## config.mk

```make
export PLATFORM = sky130hd
export DESIGN_NAME = rgb_hsv
export DESIGN_NICKNAME = d
export VERILOG_FILES = /design/src/rtl/rgb_hsv_pkg.sv /design/src/rtl/rgb_hsv_div_seq.sv /design/src/rtl/rgb_hsv.sv
export SDC_FILE = /design/constraint.sdc
export NUM_CORES = 1
export LEC_CHECK = 0
export ABC_AREA = 1
export BUFFER_PORTS_ARGS = -buffer_cell sky130_fd_sc_hd__buf_2
export CORE_MARGIN = 8
export CORE_UTILIZATION = 55
export DETAILED_ROUTE_END_ITERATION = 7
export PLACE_DENSITY = 0.73
export RECOVER_POWER = 25
export SYNTH_ARGS = -nofsm -noshare
export SYNTH_HDL_FRONTEND = slang
export SYNTH_SLANG_ARGS = --single-unit
```

## constraint.sdc

```tcl
create_clock -name clk -period 10 [get_ports clk]
set_clock_uncertainty 0.2 [all_clocks]
set_input_delay 0.5 -clock clk [delete_from_list [all_inputs] [get_ports clk]]
set_output_delay 0.5 -clock clk [all_outputs]
set_load 0.005 [all_outputs]
```

## src/rtl/rgb_hsv_pkg.sv

```systemverilog
// Shared types and constants for the RGB-to-HSV converter and its serial divider.
package rgb_hsv_pkg;

  typedef enum logic [2:0] {IDLE, PREP, DIV_S, DIV_H, HOLD} state_e;
  typedef enum logic [1:0] {SEC_R, SEC_G, SEC_B} sector_e;

  localparam int DIV_BITS = 15;
  localparam int LATENCY  = 32;

  localparam logic [8:0] HUE_60  = 9'd60;
  localparam logic [8:0] HUE_120 = 9'd120;
  localparam logic [8:0] HUE_240 = 9'd240;
  localparam logic [8:0] HUE_360 = 9'd360;
  localparam logic [6:0] S_SCALE = 7'd127;

  // hsv word layout: {H[8:0], S[6:0], V[7:0]}
  localparam int H_MSB = 23;
  localparam int H_LSB = 15;
  localparam int S_MSB = 14;
  localparam int S_LSB = 8;
  localparam int V_MSB = 7;
  localparam int V_LSB = 0;

endpackage

```

## src/rtl/rgb_hsv_div_seq.sv

```systemverilog
// Restoring serial divider: 15-bit dividend / 8-bit divisor, one quotient bit per
// clock MSB first. The first bit is produced on the start edge, so 15 edges total.
module div_seq
  import rgb_hsv_pkg::*;
(
  input  logic                clk,
  input  logic                rst_n,
  input  logic                start,
  input  logic [DIV_BITS-1:0] dividend,
  input  logic [7:0]          divisor,
  output logic [DIV_BITS-1:0] quotient,
  output logic                done
);

  logic [7:0]          rem_q, rem_d;
  logic [7:0]          dvs_q, dvs_d;
  logic [DIV_BITS-1:0] quo_q, quo_d;
  logic [3:0]          cnt_q, cnt_d;

  logic [7:0]          src_rem, src_dvs;
  logic [DIV_BITS-1:0] src_quo;
  logic [8:0]          shifted;

  always_comb begin
    src_rem = start ? 8'd0 : rem_q;
    src_quo = start ? dividend : quo_q;
    src_dvs = start ? divisor : dvs_q;
    shifted = {src_rem, src_quo[DIV_BITS-1]};
    rem_d   = rem_q;
    quo_d   = quo_q;
    dvs_d   = dvs_q;
    cnt_d   = cnt_q;
    if (start || cnt_q != 4'd0) begin
      dvs_d = src_dvs;
      // quo shifts the dividend out at the top while quotient bits enter at the bottom
      if (shifted >= {1'b0, src_dvs}) begin
        rem_d = 8'(shifted - {1'b0, src_dvs});
        quo_d = {src_quo[DIV_BITS-2:0], 1'b1};
      end else begin
        rem_d = shifted[7:0];
        quo_d = {src_quo[DIV_BITS-2:0], 1'b0};
      end
      cnt_d = start ? 4'(DIV_BITS - 1) : cnt_q - 4'd1;
    end
  end

  always_ff @(posedge clk) begin
    if (!rst_n) begin
      rem_q <= '0;
      dvs_q <= '0;
      quo_q <= '0;
      cnt_q <= '0;
    end else begin
      rem_q <= rem_d;
      dvs_q <= dvs_d;
      quo_q <= quo_d;
      cnt_q <= cnt_d;
    end
  end

  assign quotient = quo_q;
  assign done     = (cnt_q == 4'd0);

endmodule

```

## src/rtl/rgb_hsv.sv

```systemverilog
// RGB-to-HSV converter: one pixel in flight, fixed input-to-output latency, shared
// serial divider used first for saturation then for hue.
//   state | meaning
//   IDLE  | ready for a pixel
//   PREP  | max/min/delta/sector, start S division
//   DIV_S | S division running, then start H division
//   DIV_H | H division, wait for latency terminal count
//   HOLD  | result presented until consumer takes it
module rgb_hsv #(
  parameter int LATENCY = rgb_hsv_pkg::LATENCY
) (
  input  logic        clk,
  input  logic        rst_n,
  input  logic [23:0] rgb,
  input  logic        in_valid,
  output logic        in_ready,
  output logic [23:0] hsv,
  output logic        out_valid,
  input  logic        out_ready
);
  import rgb_hsv_pkg::*;

  state_e      state_q, state_d;
  sector_e     sec_q, sec_d, sec_c;
  logic [23:0] rgb_q, rgb_d, hsv_q, hsv_d;
  logic        out_valid_q, out_valid_d;
  logic [7:0]  max_q, max_d, delta_q, delta_d, num_q, num_d;
  logic        neg_q, neg_d;
  logic [6:0]  s_q, s_d;
  logic [5:0]  lat_q, lat_d;

  logic [7:0]          r, g, b, mx, mn, na, nb;
  logic                div_start, div_done;
  logic [DIV_BITS-1:0] div_dividend, div_quo;
  logic [7:0]          div_divisor;
  logic [DIV_BITS-1:0] q_h, base, hue_raw;

  div_seq u_div (
    .clk      (clk),
    .rst_n    (rst_n),
    .start    (div_start),
    .dividend (div_dividend),
    .divisor  (div_divisor),
    .quotient (div_quo),
    .done     (div_done)
  );

  always_comb begin
    r = rgb_q[23:16];
    g = rgb_q[15:8];
    b = rgb_q[7:0];
    if (r >= g && r >= b) begin
      sec_c = SEC_R; mx = r; na = g; nb = b;
    end else if (g >= b) begin
      sec_c = SEC_G; mx = g; na = b; nb = r;
    end else begin
      sec_c = SEC_B; mx = b; na = r; nb = g;
    end
    mn = (r <= g && r <= b) ? r : ((g <= b) ? g : b);

    q_h = (delta_q == 8'd0) ? '0 : div_quo;
    case (sec_q)
      SEC_R:   base = '0;
      SEC_G:   base = DIV_BITS'(HUE_120);
      default: base = DIV_BITS'(HUE_240);
    endcase
    if (!neg_q)         hue_raw = base + q_h;
    else if (base >= q_h) hue_raw = base - q_h;
    else                hue_raw = base + DIV_BITS'(HUE_360) - q_h;

    state_d      = state_q;
    sec_d        = sec_q;
    rgb_d        = rgb_q;
    hsv_d        = hsv_q;
    out_valid_d  = out_valid_q;
    max_d        = max_q;
    delta_d      = delta_q;
    num_d        = num_q;
    neg_d        = neg_q;
    s_d          = s_q;
    lat_d        = lat_q;
    div_start    = 1'b0;
    div_dividend = '0;
    div_divisor  = '0;

    if ((state_q == PREP || state_q == DIV_S || state_q == DIV_H) && lat_q != 6'd0)
      lat_d = lat_q - 6'd1;

    case (state_q)
      IDLE: begin
        if (in_valid) begin
          rgb_d   = rgb;
          lat_d   = 6'(LATENCY - 1);
          state_d = PREP;
        end
      end
      PREP: begin
        max_d        = mx;
        delta_d      = mx - mn;
        sec_d        = sec_c;
        neg_d        = na < nb;
        num_d        = (na < nb) ? nb - na : na - nb;
        div_start    = 1'b1;
        div_dividend = DIV_BITS'(mx - mn) * DIV_BITS'(S_SCALE);
        div_divisor  = mx;
        state_d      = DIV_S;
      end
      DIV_S: begin
        if (div_done) begin
          s_d          = (max_q == 8'd0) ? 7'd0 : div_quo[6:0];
          div_start    = 1'b1;
          div_dividend = DIV_BITS'(num_q) * DIV_BITS'(HUE_60);
          div_divisor  = delta_q;
          state_d      = DIV_H;
        end
      end
      DIV_H: begin
        // the latency timer, not the divider, decides when the result appears
        if (lat_q == 6'd0) begin
          hsv_d[H_MSB:H_LSB] = (hue_raw == DIV_BITS'(HUE_360)) ? 9'd0 : hue_raw[8:0];
          hsv_d[S_MSB:S_LSB] = s_q;
          hsv_d[V_MSB:V_LSB] = max_q;
          out_valid_d        = 1'b1;
          state_d            = HOLD;
        end
      end
      HOLD: begin
        if (out_ready) begin
          out_valid_d = 1'b0;
          state_d     = IDLE;
        end
      end
      default: state_d = IDLE;
    endcase
  end

  always_ff @(posedge clk) begin
    if (!rst_n) begin
      state_q     <= IDLE;
      sec_q       <= SEC_R;
      rgb_q       <= '0;
      hsv_q       <= '0;
      out_valid_q <= 1'b0;
      max_q       <= '0;
      delta_q     <= '0;
      num_q       <= '0;
      neg_q       <= 1'b0;
      s_q         <= '0;
      lat_q       <= '0;
    end else begin
      state_q     <= state_d;
      sec_q       <= sec_d;
      rgb_q       <= rgb_d;
      hsv_q       <= hsv_d;
      out_valid_q <= out_valid_d;
      max_q       <= max_d;
      delta_q     <= delta_d;
      num_q       <= num_d;
      neg_q       <= neg_d;
      s_q         <= s_d;
      lat_q       <= lat_d;
    end
  end

  assign in_ready  = (state_q == IDLE);
  assign hsv       = hsv_q;
  assign out_valid = out_valid_q;

endmodule
```

==> impl_results.md <==
* Synthesis-stage register bit count at 127
* Most used cell, CP: inv_1
* Inst Count DP at about 2,000
* Kind of critical path: flip-flop to flip-flop
* CTS tree: done
* Failing checks: max-capacitance violations, max-slew violations
* Routed wire per std cell at approximately 16 um
* Routability cong. at roughly 0.94
* Critical Path RT at slightly above 10 ns
* Synth Area per Inst at between 6 and 7 um^2
* GR Layer Usage met2 at 0.422
* GR peak layer: met2
* Levels on crit path at 52
* Outcome: finished with violations
* Layout cells sized above 1 at 0.0746
* DRT Pass-1 Iters at 5
* CTS buffer count at 17
* Pre-CTS worst setup slack at roughly 0.6 ns
* Hold_ws at about 0.14 ns
* Area Growth Syn to Fin at 9.28%
* Most frequent cell after synthesis: nand2_1
* Startpoint type of the worst setup path: flip-flop
* Nets at 1,932
* Initial Utilization at 0.557
* Commonest cells post-synth: nand2_1 (334), inv_1 (305), nor2_1 (156), o21ai_0 (140), a21oi_1 (138)
* Worst R2R Path Depth at 52
* Vias in the first global route at 10,514
* Final WL at ~31 mm
* Period utilization at 0.920
* Drt first-iter violations at 792
* Total track usage at 0.241
* Clk slew on worst S/H paths at roughly 0.060 ns
* Die Span Y at 161 um
* DR DRC count at 0
* Met3 Track Usage GR at 0.0293
* Primary FF master, synth: dfxtp_1
* Cell row count at 53
* Port Buffers at 53
* Total number of vias at between 10,000 and 15,000
* Skew-Pair Late Insertion Delay at roughly 0.43 ns
* Wire length of the first global-routing pass at between 50 and 60 mm
* CP Capture Type: flip-flop
* Cells after synthesis at ~1,700
* Clock sink total at 127
* CTS max path bufs at 2
* # IOs at 54
* Full die area at ~26,000 um^2
* Antenna Cells at 0
* RR Startpoint: rgb_q[7]$_SDFFE_PN0P_
* Worst-path fanout max at 23
* Post-route non-filler standard cell count at about 2,000
* # fillers at between 1,500 and 2,000
* Flop-to-flop setup slack at 0.80 ns
* CP bufs+invs at 12
* Worst-margin pin slew at 1.95 ns
* Syn nets at around 1,900
* Final slew viol count at 53
* Cell taking the most area after synthesis: dfxtp_1
* Yosys top cell area share at 0.219
* Crit path from: rgb_q[7]$_SDFFE_PN0P_
* Synth unique cells at 56
* Die width at roughly 160 um
* Overflow after GRT at 0
* Crit path to: u_div.rem_q[4]$_SDFFE_PN0P_
* DPL Wire Length at ~25 mm
* Mapped cell area at between 10,000 and 15,000 um^2
* Root buf cell: clkbuf_16
* Final hold violations at 0
* Highest Clock Rate at between 100 and 150 MHz
* RSZ-0062 raised after global routing: no
* Core area at roughly 21,000 um^2
* Crit path DAT at around 9.3 ns
* Yosys warning count at 0
* GR Layer Usage met1 at 0.298
* Hold crit path type: input pin to flip-flop
* CTS H-tree lvls at 4
* Residual antenna-violating net count after detailed routing at 0
* FF-to-FF End: u_div.rem_q[4]$_SDFFE_PN0P_
* Setup tns final at 0 ns
* Minimum clock period at 9.20 ns
* Initial antenna violation count at 0
* Largest net degree at the start of global routing at between 70 and 80
* Post-synth ARST share at 0
* Slowest CP cell: fa_1
* Post-synthesis sequential area ratio at 0.219
* Post-synth EDFFs at 0
* Worst path top cell family by delay: adder cells
* Vias per cell at roughly 5.5
* Final setup fails at 0
* Setup ws final at 0.802 ns
* Synth area leaders: dfxtp_1 (22%), ha_1 (13%), nand2_1 (11%), inv_1 (9.8%), fa_1 (8.9%)
* Max_cap viols at 1
* Worst path max stage delay at between 0.5 and 0.6 ns
* Slew HR at -0.301
[state kept, by name, indices dropped and copies added, names as in the netlist, 6 cells and up]
signal,count
delta_q,8
hsv,24
lat_q,6
max_q,8
num_q,8
rgb_q,24
s_q,7
u_div.dvs_q,8
u_div.quotient,15
u_div.rem_q,8
[per-stage QoR]
step,utilization,area [um^2]
final,0.609,12700
after global routing,0.609,12700
after CTS,0.608,12700
after detailed placement,0.579,12100
after global placement,0.579,12100
after floorplan,-,11600
[area by class of cell]
class	instances	area [um^2]	share of cell area
inverter	318	1200	0.0941
timing repair buffer	65	329	0.0259
tap	275	344	0.0271
clock buffer	18	439	0.0345
multi-input combinational	1201	7690	0.605
clock inverter	14	170	0.0134
sequential	127	2540	0.200
[layer usage]
layer  part of all wire  vias up  wire length [um]
met5                  0        -                 0
met4              0.026        0               825
met3              0.042       63              1320
met2               0.49      296             15500
met1               0.44     5100             13700
li1                   -     5543                 -
[worst min-delay path by stage]
| stage | start | endpoint | slack [ns] | cells past startpoint |
|---|---|---|---|---|
| 2_1_floorplan | u_div.rem_q[7]$_SDFFE_PN0P_ | u_div.rem_q[7]$_SDFFE_PN0P_ | 0.23 | 2 |
| 3_3_place_gp | u_div.rem_q[7]$_SDFFE_PN0P_ | u_div.rem_q[7]$_SDFFE_PN0P_ | 0.25 | 2 |
| 3_5_place_dp | hsv[18]$_SDFFE_PN0P_ | hsv[18]$_SDFFE_PN0P_ | 0.26 | 2 |
| 4_1_cts | rgb[10] | rgb_q[10]$_SDFFE_PN0P_ | 0.14 | 3 |
| 5_1_grt | rgb[16] | rgb_q[16]$_SDFFE_PN0P_ | 0.14 | 3 |
| 6_report | rgb[10] | rgb_q[10]$_SDFFE_PN0P_ | 0.14 | 3 |
[placed cells by master (no fill, tap or decap), types with 3 or more instances in the layout]
| cell type | netlist | routed |
|---|---|---|
| a211oi_1 | 6 | 5 |
| a21o_1 | 4 | 4 |
| a21oi_1 | 138 | 138 |
| a221oi_1 | 20 | 20 |
| a31oi_1 | 6 | 6 |
| buf_2 | 8 | 35 |
| buf_4 | 0 | 11 |
| clkbuf_1 | 41 | 18 |
| clkbuf_16 | 0 | 17 |
| clkinv_1 | 3 | 3 |
| clkinv_4 | 0 | 3 |
| dfxtp_1 | 127 | 127 |
| fa_1 | 52 | 52 |
| ha_1 | 122 | 122 |
| inv_1 | 305 | 304 |
| inv_2 | 9 | 10 |
| inv_6 | 0 | 4 |
| inv_8 | 0 | 3 |
| nand2_1 | 334 | 332 |
| nand2_2 | 7 | 8 |
| nand2_4 | 8 | 9 |
| nand3_1 | 57 | 57 |
| nand3b_1 | 4 | 4 |
| nand4_1 | 10 | 10 |
| nor2_1 | 156 | 155 |
| nor2_2 | 4 | 5 |
| nor3_1 | 17 | 17 |
| nor4_1 | 4 | 4 |
| o211ai_1 | 16 | 16 |
| o21ai_0 | 140 | 138 |
| o21ai_1 | 6 | 8 |
| o21bai_1 | 7 | 7 |
| o221ai_1 | 4 | 3 |
| o22ai_1 | 13 | 13 |
| o31ai_1 | 4 | 4 |
| or2_2 | 5 | 5 |
| xnor2_1 | 7 | 6 |
| xor2_1 | 26 | 26 |
[worst reg2reg max path, delay by kind of cell (launching register included)]
| kind | cells | cell delay, ns |
|---|---|---|
| buffers and inverters | 12 | 0.98 |
| adders and majority gates | 9 | 3.39 |
| xor gates and xnor gates | 2 | 0.53 |
| DFF | 1 | 0.38 |
| AOI/OAI and AO/OA | 13 | 1.90 |
| and+or+nand+nor | 16 | 1.71 |
[cells by family after synthesis]
kind of cell               Yosys count  share of synthesized area
AOI/OAI and AO/OA                  378                      0.186
DFF                                127                      0.219
adders and majority gates          174                      0.221
and+or+nand+nor                    613                      0.224
xor gates and xnor gates            34                     0.0262
muxes                                2                    0.00172
buffers and inverters              373                      0.123
[timing repair]
action                     4_1_cts  5_1_grt
hold buffers                     0        0
resized for setup                0        8
setup endpoints to repair        0        8
buffers inserted                 0        1
Power is not shown: default switching activity piles up to over one toggle a cycle in this logic, so the estimate is an artifact.
